File: src/rtl/tdm_demux_1to4.sv
// tdm_demux_1to4: receives a 4:1 time-division multiplexed serial stream (slot 0 = channel A)
// and rebuilds four parallel WIDTH-bit words, MSB first.
//
// Ports:
//   clk         rising-edge clock
//   rst_n       asynchronous active-low reset
//   din         serial muxed data bit
//   din_valid   din carries a beat this cycle
//   frame_sync  marks a valid beat as slot 0 (channel A)
//   sel         slot the next valid beat is steered to (0=A .. 3=D)
//   out_a..d    last completed word per channel
//   out_valid   one-cycle pulse, out_a..out_d were just updated
//   locked      slot alignment established
//   sync_err    one-cycle pulse, frame_sync arrived at a non-zero slot
module tdm_demux_1to4 #(
  parameter int unsigned WIDTH = 8
) (
  input  logic             clk,
  input  logic             rst_n,
  input  logic             din,
  input  logic             din_valid,
  input  logic             frame_sync,
  output logic [1:0]       sel,
  output logic [WIDTH-1:0] out_a,
  output logic [WIDTH-1:0] out_b,
  output logic [WIDTH-1:0] out_c,
  output logic [WIDTH-1:0] out_d,
  output logic             out_valid,
  output logic             locked,
  output logic             sync_err
);

  localparam int unsigned CntW = (WIDTH > 1) ? $clog2(WIDTH) : 1;

  typedef enum logic [0:0] {StHunt, StLocked} state_e;

  state_e           state_q, state_d;
  logic [1:0]       sel_q, sel_d;
  logic [CntW-1:0]  cnt_q, cnt_d;
  logic [WIDTH-1:0] sh_q [4];
  logic [WIDTH-1:0] sh_d [4];
  logic [WIDTH-1:0] word_q [4];
  logic [WIDTH-1:0] word_d [4];
  logic             out_valid_q, out_valid_d;
  logic             sync_err_q, sync_err_d;

  always_comb begin
    state_d     = state_q;
    sel_d       = sel_q;
    cnt_d       = cnt_q;
    sh_d        = sh_q;
    word_d      = word_q;
    out_valid_d = 1'b0;
    sync_err_d  = 1'b0;

    if (din_valid) begin
      if (state_q == StHunt || (frame_sync && sel_q != 2'd0)) begin
        // Hunting, or a resync: only a framed beat matters, and it restarts slot 0 bit 0.
        if (frame_sync) begin
          sync_err_d = (state_q == StLocked);
          for (int i = 0; i < 4; i++) sh_d[i] = '0;
          sh_d[0] = {{(WIDTH-1){1'b0}}, din};
          cnt_d   = '0;
          sel_d   = 2'd1;
          state_d = StLocked;
        end
      end else begin
        sh_d[sel_q] = {sh_q[sel_q][WIDTH-2:0], din};
        sel_d       = sel_q + 2'd1;  // wraps 3 -> 0
        if (sel_q == 2'd3) begin
          if (cnt_q == CntW'(WIDTH - 1)) begin
            // Word set complete; old shift contents get fully overwritten by the next word.
            word_d      = sh_d;
            out_valid_d = 1'b1;
            cnt_d       = '0;
          end else begin
            cnt_d = cnt_q + CntW'(1);
          end
        end
      end
    end
  end

  always_ff @(posedge clk or negedge rst_n) begin
    if (!rst_n) begin
      state_q     <= StHunt;
      sel_q       <= 2'd0;
      cnt_q       <= '0;
      out_valid_q <= 1'b0;
      sync_err_q  <= 1'b0;
      for (int i = 0; i < 4; i++) begin
        sh_q[i]   <= '0;
        word_q[i] <= '0;
      end
    end else begin
      state_q     <= state_d;
      sel_q       <= sel_d;
      cnt_q       <= cnt_d;
      out_valid_q <= out_valid_d;
      sync_err_q  <= sync_err_d;
      for (int i = 0; i < 4; i++) begin
        sh_q[i]   <= sh_d[i];
        word_q[i] <= word_d[i];
      end
    end
  end

  assign sel       = sel_q;
  assign out_a     = word_q[0];
  assign out_b     = word_q[1];
  assign out_c     = word_q[2];
  assign out_d     = word_q[3];
  assign out_valid = out_valid_q;
  assign sync_err  = sync_err_q;
  assign locked    = (state_q == StLocked);

endmodule

File: config.mk
export PLATFORM = sky130hd
export DESIGN_NAME = tdm_demux_1to4
export DESIGN_NICKNAME = d
export VERILOG_FILES = /design/src/rtl/tdm_demux_1to4.sv
export SDC_FILE = /design/constraint.sdc
export NUM_CORES = 1
export LEC_CHECK = 0
export ABC_AREA = 0
export CORE_MARGIN = 2
export CORE_UTILIZATION = 35
export CTS_BUF_LIST = sky130_fd_sc_hd__clkbuf_4 sky130_fd_sc_hd__clkbuf_8
export CTS_CLUSTER_DIAMETER = 150
export DETAILED_ROUTE_END_ITERATION = 12
export PLACE_DENSITY = 0.64
export SLEW_MARGIN = 20
export SYNTH_ARGS = -nofsm -noshare
export SYNTH_HDL_FRONTEND = slang
export SYNTH_SLANG_ARGS = --single-unit
File: constraint.sdc
create_clock -name clk -period 4.8 [get_ports clk]
set_input_delay 0.96 -clock clk [delete_from_list [all_inputs] [get_ports clk]]
set_output_delay 0.96 -clock clk [all_outputs]
set_load 0.05 [all_outputs]
Yosys cells after proc, flatten, opt, wreduce, memory -nomap -nowiden
Index checks and enable logic that the tools add are counted.

cells by class
  add/subtract/negate cells = 2
  $lt $le $gt $ge = 2
  equal/unequal tests = 3
  mux-type cells = 21
  bitwise logic cells = 3
  reductions and logical operators = 9

operator list
  kind                                                                   count
  32-bit two-way mux                                                     2
  32-bit bitwise mux                                                     1
  8-bit binary-select mux with 2-bit select                              1
  8-bit demux with 2-bit select                                          1
  7-bit two-way mux                                                      2
  3-bit two-way mux                                                      4
  8-bit two-way mux                                                      1
  1-bit two-way mux                                                      7
  3-bit AND reduction                                                    2
  2-bit two-way mux                                                      2
  4-bit AND reduction                                                    1
  2-bit nonzero test                                                     2
  3-bit by 1-bit adder with 3-bit output (second input constant)         1
  3-bit equality test (second input constant)                            1
  3-bit >= comparator (second input constant)                            1
  3-bit by 1-bit < comparator with 1-bit output (second input constant)  1
  2-bit NOT with 3-bit output                                            1
  2-bit by 1-bit adder with 2-bit output (second input constant)         1
  2-bit equality test (second input constant)                            1
  1-bit logical AND                                                      2
  2-bit != test (second input constant)                                  1
  1-bit NOT                                                              2
  2-bit AND reduction                                                    1
  1-bit logical OR                                                       1

word-level totals
  register bits = 72
  input bits = 5
  output and inout port bits = 37
  word-level logic and storage cells = 53

Logic depth before layout (Yosys ltp)
  depth in word-level cells = 7
  mapped depth = 8
  depth with buffers taken out = 5

Least setup slack after synthesis
OpenSTA, ideal clock, no wires.

  path kind = register to register
  from = register sel_q[1] (netlist: sel[1])
  to = register word_q, in the netlist out_b[1]
  setup time = 0.125 ns
  data arrival time = 2.243 ns
  data required time = 4.675 ns
  setup slack = 2.433 ns
  cell stages (with the launch flop) = 8
  path buffers = 3
  clock period less this slack = 2.367 ns
  path through = dfrtp_1 > clkbuf_1 > inv_1 > ha_1 > clkbuf_1 > clkbuf_1 > mux2_2 > mux2_2

on the way
  cells in the longest elaborated chain, start to end = 6
  elaborated cells between the ends (all ways) = 16
  those cells by class = order compare (2); eq/ne (1); mux (6); bitwise (2); reduce/logical (5)

ends and longest elaborated chain
  element                                                                                                     RTL line  RTL
  start: declaration                                                                                          38        logic [1:0] sel_q, sel_d;
  start signal: assignment                                                                                    97        sel_q <= sel_d;
  2-bit NOT with 3-bit output (not written as such)                                                           68        sh_d[sel_q] = {sh_q[sel_q][WIDTH-2:0], din};
  3-bit >= comparator (not written as such) or 3-bit by 1-bit < comparator with 1-bit output (tied branches)  68
  1-bit logical AND (not written as such)                                                                     68
  8-bit two-way mux (not written as such)                                                                     68
  8-bit demux with 2-bit select                                                                               68
  32-bit bitwise mux                                                                                          68
  end signal: indexed assignment                                                                              103       word_q[i] <= word_d[i];
  end: declaration                                                                                            42        logic [WIDTH-1:0] word_q [4];

Parallel ways exist; a longest one is shown, timed or not. The select of a mux whose other input is x is not followed.
A chain may end at the register's enable or synchronous reset.

Final worst setup path
  from = register sel_q[0] (netlist: sel[0])
  to = register word_q, in the netlist out_d[1]

The elaborated chain is that of the path after synthesis.

==> flow_metrics.py <==
metrics = {
    "timing": {
        "worst_slack_ns": 1.531,
        "slew_violations": 0,
        "post-route-min-period_ns": 3.269,
        "holdWs_ns": 0.4943,
        "rsz0062_at_grt": "no",
        "worst_pin_slew_ns": 0.9577,
        "max_freq_mhz": 305.9,
        "finClkSkew_ns": 0.01235,
        "tns_ns": 0,
        "setup-violations-final": 0,
        "hold_viol_final": 0,
        "min_period_over_period_pct": 68.10,
        "slew-limit-headroom_pct": 35.97,
    },
    "pwr": {
        "power_density_nw_per_um2": 370.5,
        "finalPower_mw": 1.423,
        "max-vdd-ir-drop_mv": 0.1553,
        "p_leak_nw": 1.816,
    },
    "clocking": {
        "ctsHtreeMaxLevel": 3,
        "post_cts_buffers": 0,
        "holdBufCountCts": 0,
        "cts.sinks": 71,
        "cts_max_path_buffers": 2,
        "clkLatencyLatePin_ns": 0.35,
        "post_cts_resized": 0,
        "clkTransAtPathRegs_ns": 0.08,
        "tritoncts": "yes",
        "cts_buffers": 9,
        "clockRootBuffer": "clkbuf_8",
    },
    "critical_path": {
        "r2r-start": "sel[0]$_DFFE_PN0P_",
        "timing.critical_path.buf_inv": 2,
        "critPathKind": "flop to flop",
        "critPathCaptureType": "flop",
        "worstPathCellList": "inv_1, ha_1, nand2b_1, nand4_1, buf_4, mux2_1",
        "cp-start-kind": "flop",
        "slowest_stage": "nand4_1",
        "cp.arrival_ns": 3.49,
        "startpoint": "sel[0]$_DFFE_PN0P_",
        "crit_family": "simple AND/OR/NAND/NOR gates",
        "cp_max_fo": 17,
        "crit_path_max_incr_delay_ns": 0.76,
        "crit_required_ns": 5.02,
    },
    "die": {
        "die-area_um2": 9848,
        "die_height_um": 99.24,
        "start_util_pct": 36.22,
        "dieWidth_um": 99.24,
        "rows": 34,
        "core_area_um2": 8763,
        "ios": 42,
    },
    "routing": {
        "viasPerCell": 5.343,
        "drtIter0Drc": 99,
        "drcViolationCount": 0,
        "drt_first_pass_iters": 4,
        "wl_mm": 6.531,
        "via_count": 1945,
        "antenna_left": 0,
        "post_drt_wl_per_cell_um": 17.94,
    },
    "job": {
        "max_cap_viol_count": 0,
    },
    "placed_design": {
        "port_buffers": 41,
        "place_area_um2": 3657,
        "dp_slack_ns": 1.367,
        "dp.cells": 348,
        "dp_hpwl_mm": 4.296,
        "gp_congestion": 0.7716,
    },
    "logic_synthesis": {
        "synth.distinct_cells": 24,
        "synth_cells": 213,
        "yosysSeqAreaShare_pct": 55.97,
        "syn_area_per_cell_um2": 14.90,
        "synth-seq-cells": 71,
        "syn_nets": 224,
        "syn_area_um2": 3174,
        "yosysWarnings": 0,
    },
    "min_path": {
        "min_from": "out_d[0]$_DFFE_PN0P_",
        "min_path_type": "flop to flop",
    },
    "final_layout": {
        "layout.cells.non_filler": 364,
        "areaGrowthSynthToFinish_pct": 21.01,
        "final_nets": 262,
        "finish.utilization_pct": 43.83,
        "filler_cell_count": 802,
        "layout-drive-gt1-share_pct": 28.13,
        "diodes": 0,
        "stdcell_area_um2": 3841,
    },
    "global_routing": {
        "grt_use_total_pct": 14.62,
        "overflow": 0,
        "antenna_found_initial": 0,
        "grt_max_degree": 55,
        "first_global_vias": 2090,
        "grt_first_pass_wirelength_mm": 11.03,
    },
    "status": {
        "status": "finished clean",
    },
}
## area by class of cell
class	instances	area (um2)	area share, %
Sequential cell	71	1777	46.25
Inverter	3	11.26	0.2932
Clock buffer	13	166.4	4.332
Tap cell	108	135.1	3.518
Multi-Input combinational cell	123	1314	34.20
Clock inverter	3	17.52	0.4560
Timing Repair Buffer	43	420.4	10.94
## cells by family (layout without fill, tap and decap cells)
logic type	count (synthesis)	after routing	synth area share (%)
buf+inv	19	62	2.641
mux	65	65	25.50
simple gates	11	11	2.129
compound gates	41	41	11.39
flops	71	71	55.97
fa+ha+maj	6	6	2.365
## Yosys cell counts
| master | count | area, um2 |
|---|---|---|
| clkbuf_1 | 10 | 37.54 |
| nand4_1 | 1 | 6.260 |
| a32o_1 | 17 | 170.2 |
| inv_1 | 3 | 11.26 |
| nand2_1 | 1 | 3.750 |
| mux2_1 | 11 | 123.9 |
| and2_1 | 3 | 18.77 |
| mux2_2 | 46 | 518.0 |
| o21ai_0 | 1 | 5.000 |
| nor2_1 | 1 | 3.750 |
| o21ai_1 | 3 | 15.01 |
| nand2b_1 | 1 | 6.260 |
| buf_2 | 4 | 20.02 |
| a22o_1 | 17 | 148.9 |
| mux4_2 | 7 | 157.7 |
| mux2i_1 | 1 | 10.01 |
| a21o_1 | 2 | 15.01 |
| and4b_1 | 1 | 10.01 |
| ha_1 | 6 | 75.07 |
| buf_1 | 1 | 3.750 |
| buf_6 | 1 | 11.26 |
| dfrtp_1 | 71 | 1777 |
| a21boi_1 | 1 | 7.510 |
| and3_1 | 3 | 18.77 |
## path summary, 6_finish.rpt
check,endpoint,slack (ns),cells after the start
max,out_d[1]$_DFFE_PN0P_,1.53,6
min,out_d[0]$_DFFE_PN0P_,0.49,1
max reg2reg,out_d[1]$_DFFE_PN0P_,1.53,6
min reg2reg,out_d[0]$_DFFE_PN0P_,0.49,1
max in group asynchronous,out_b[0]$_DFFE_PN0P_,3.25,2
min in group asynchronous,cnt_q[2]$_DFFE_PN0P_,0.53,1
## layer usage
layer	GRT usage (%)	vias to the layer above	routed length [um]
li1	-	891	-
met1	20.12	996	3181
met2	21.83	47	2894
met3	3.935	11	323
met4	6.322	0	131
met5	0	-	0
## worst register-to-register path: cells and delay by family (launching register included)
kind	cells	cell delay, ns
buffers and inverters	2	0.75
flip-flops	1	0.61
AND/OR/NAND/NOR	2	0.96
adder cells (fa/ha/maj)	1	0.50
multiplexers	1	0.33
## sequential cells by signal, summed over array words and instances (netlist names)
name,cells
sync_err,1
out_d,8
out_valid,1
sh_q,31
sel,2
cnt_q,3
out_c,8
out_b,8
out_a,8
locked,1
## cells in the final DEF, fill, tap and decap left out, types with 2 or more instances in the layout
| cell | Yosys | routed |
|---|---|---|
| dfrtp_1 | 71 | 71 |
| mux2_2 | 46 | 46 |
| clkdlybuf4s50_1 | 0 | 40 |
| a22o_1 | 17 | 17 |
| a32o_1 | 17 | 17 |
| mux2_1 | 11 | 11 |
| clkbuf_8 | 0 | 11 |
| mux4_2 | 7 | 7 |
| ha_1 | 6 | 6 |
| inv_1 | 3 | 3 |
| and2_1 | 3 | 3 |
| and3_1 | 3 | 3 |
| o21ai_1 | 3 | 3 |
| a21o_1 | 2 | 2 |
| clkbuf_4 | 0 | 2 |
| clkinv_2 | 0 | 2 |
| buf_4 | 0 | 2 |
## power by group
part           leakage [nW]  total [mW]  internal [mW]  switching [mW]
Combinational         0.744       0.290          0.128           0.163
Clock                0.0963       0.447          0.226           0.221
Sequential            0.976       0.686          0.637          0.0491
Total                  1.82        1.42          0.990           0.433
Note: power is estimated with default switching activity, not from simulation.
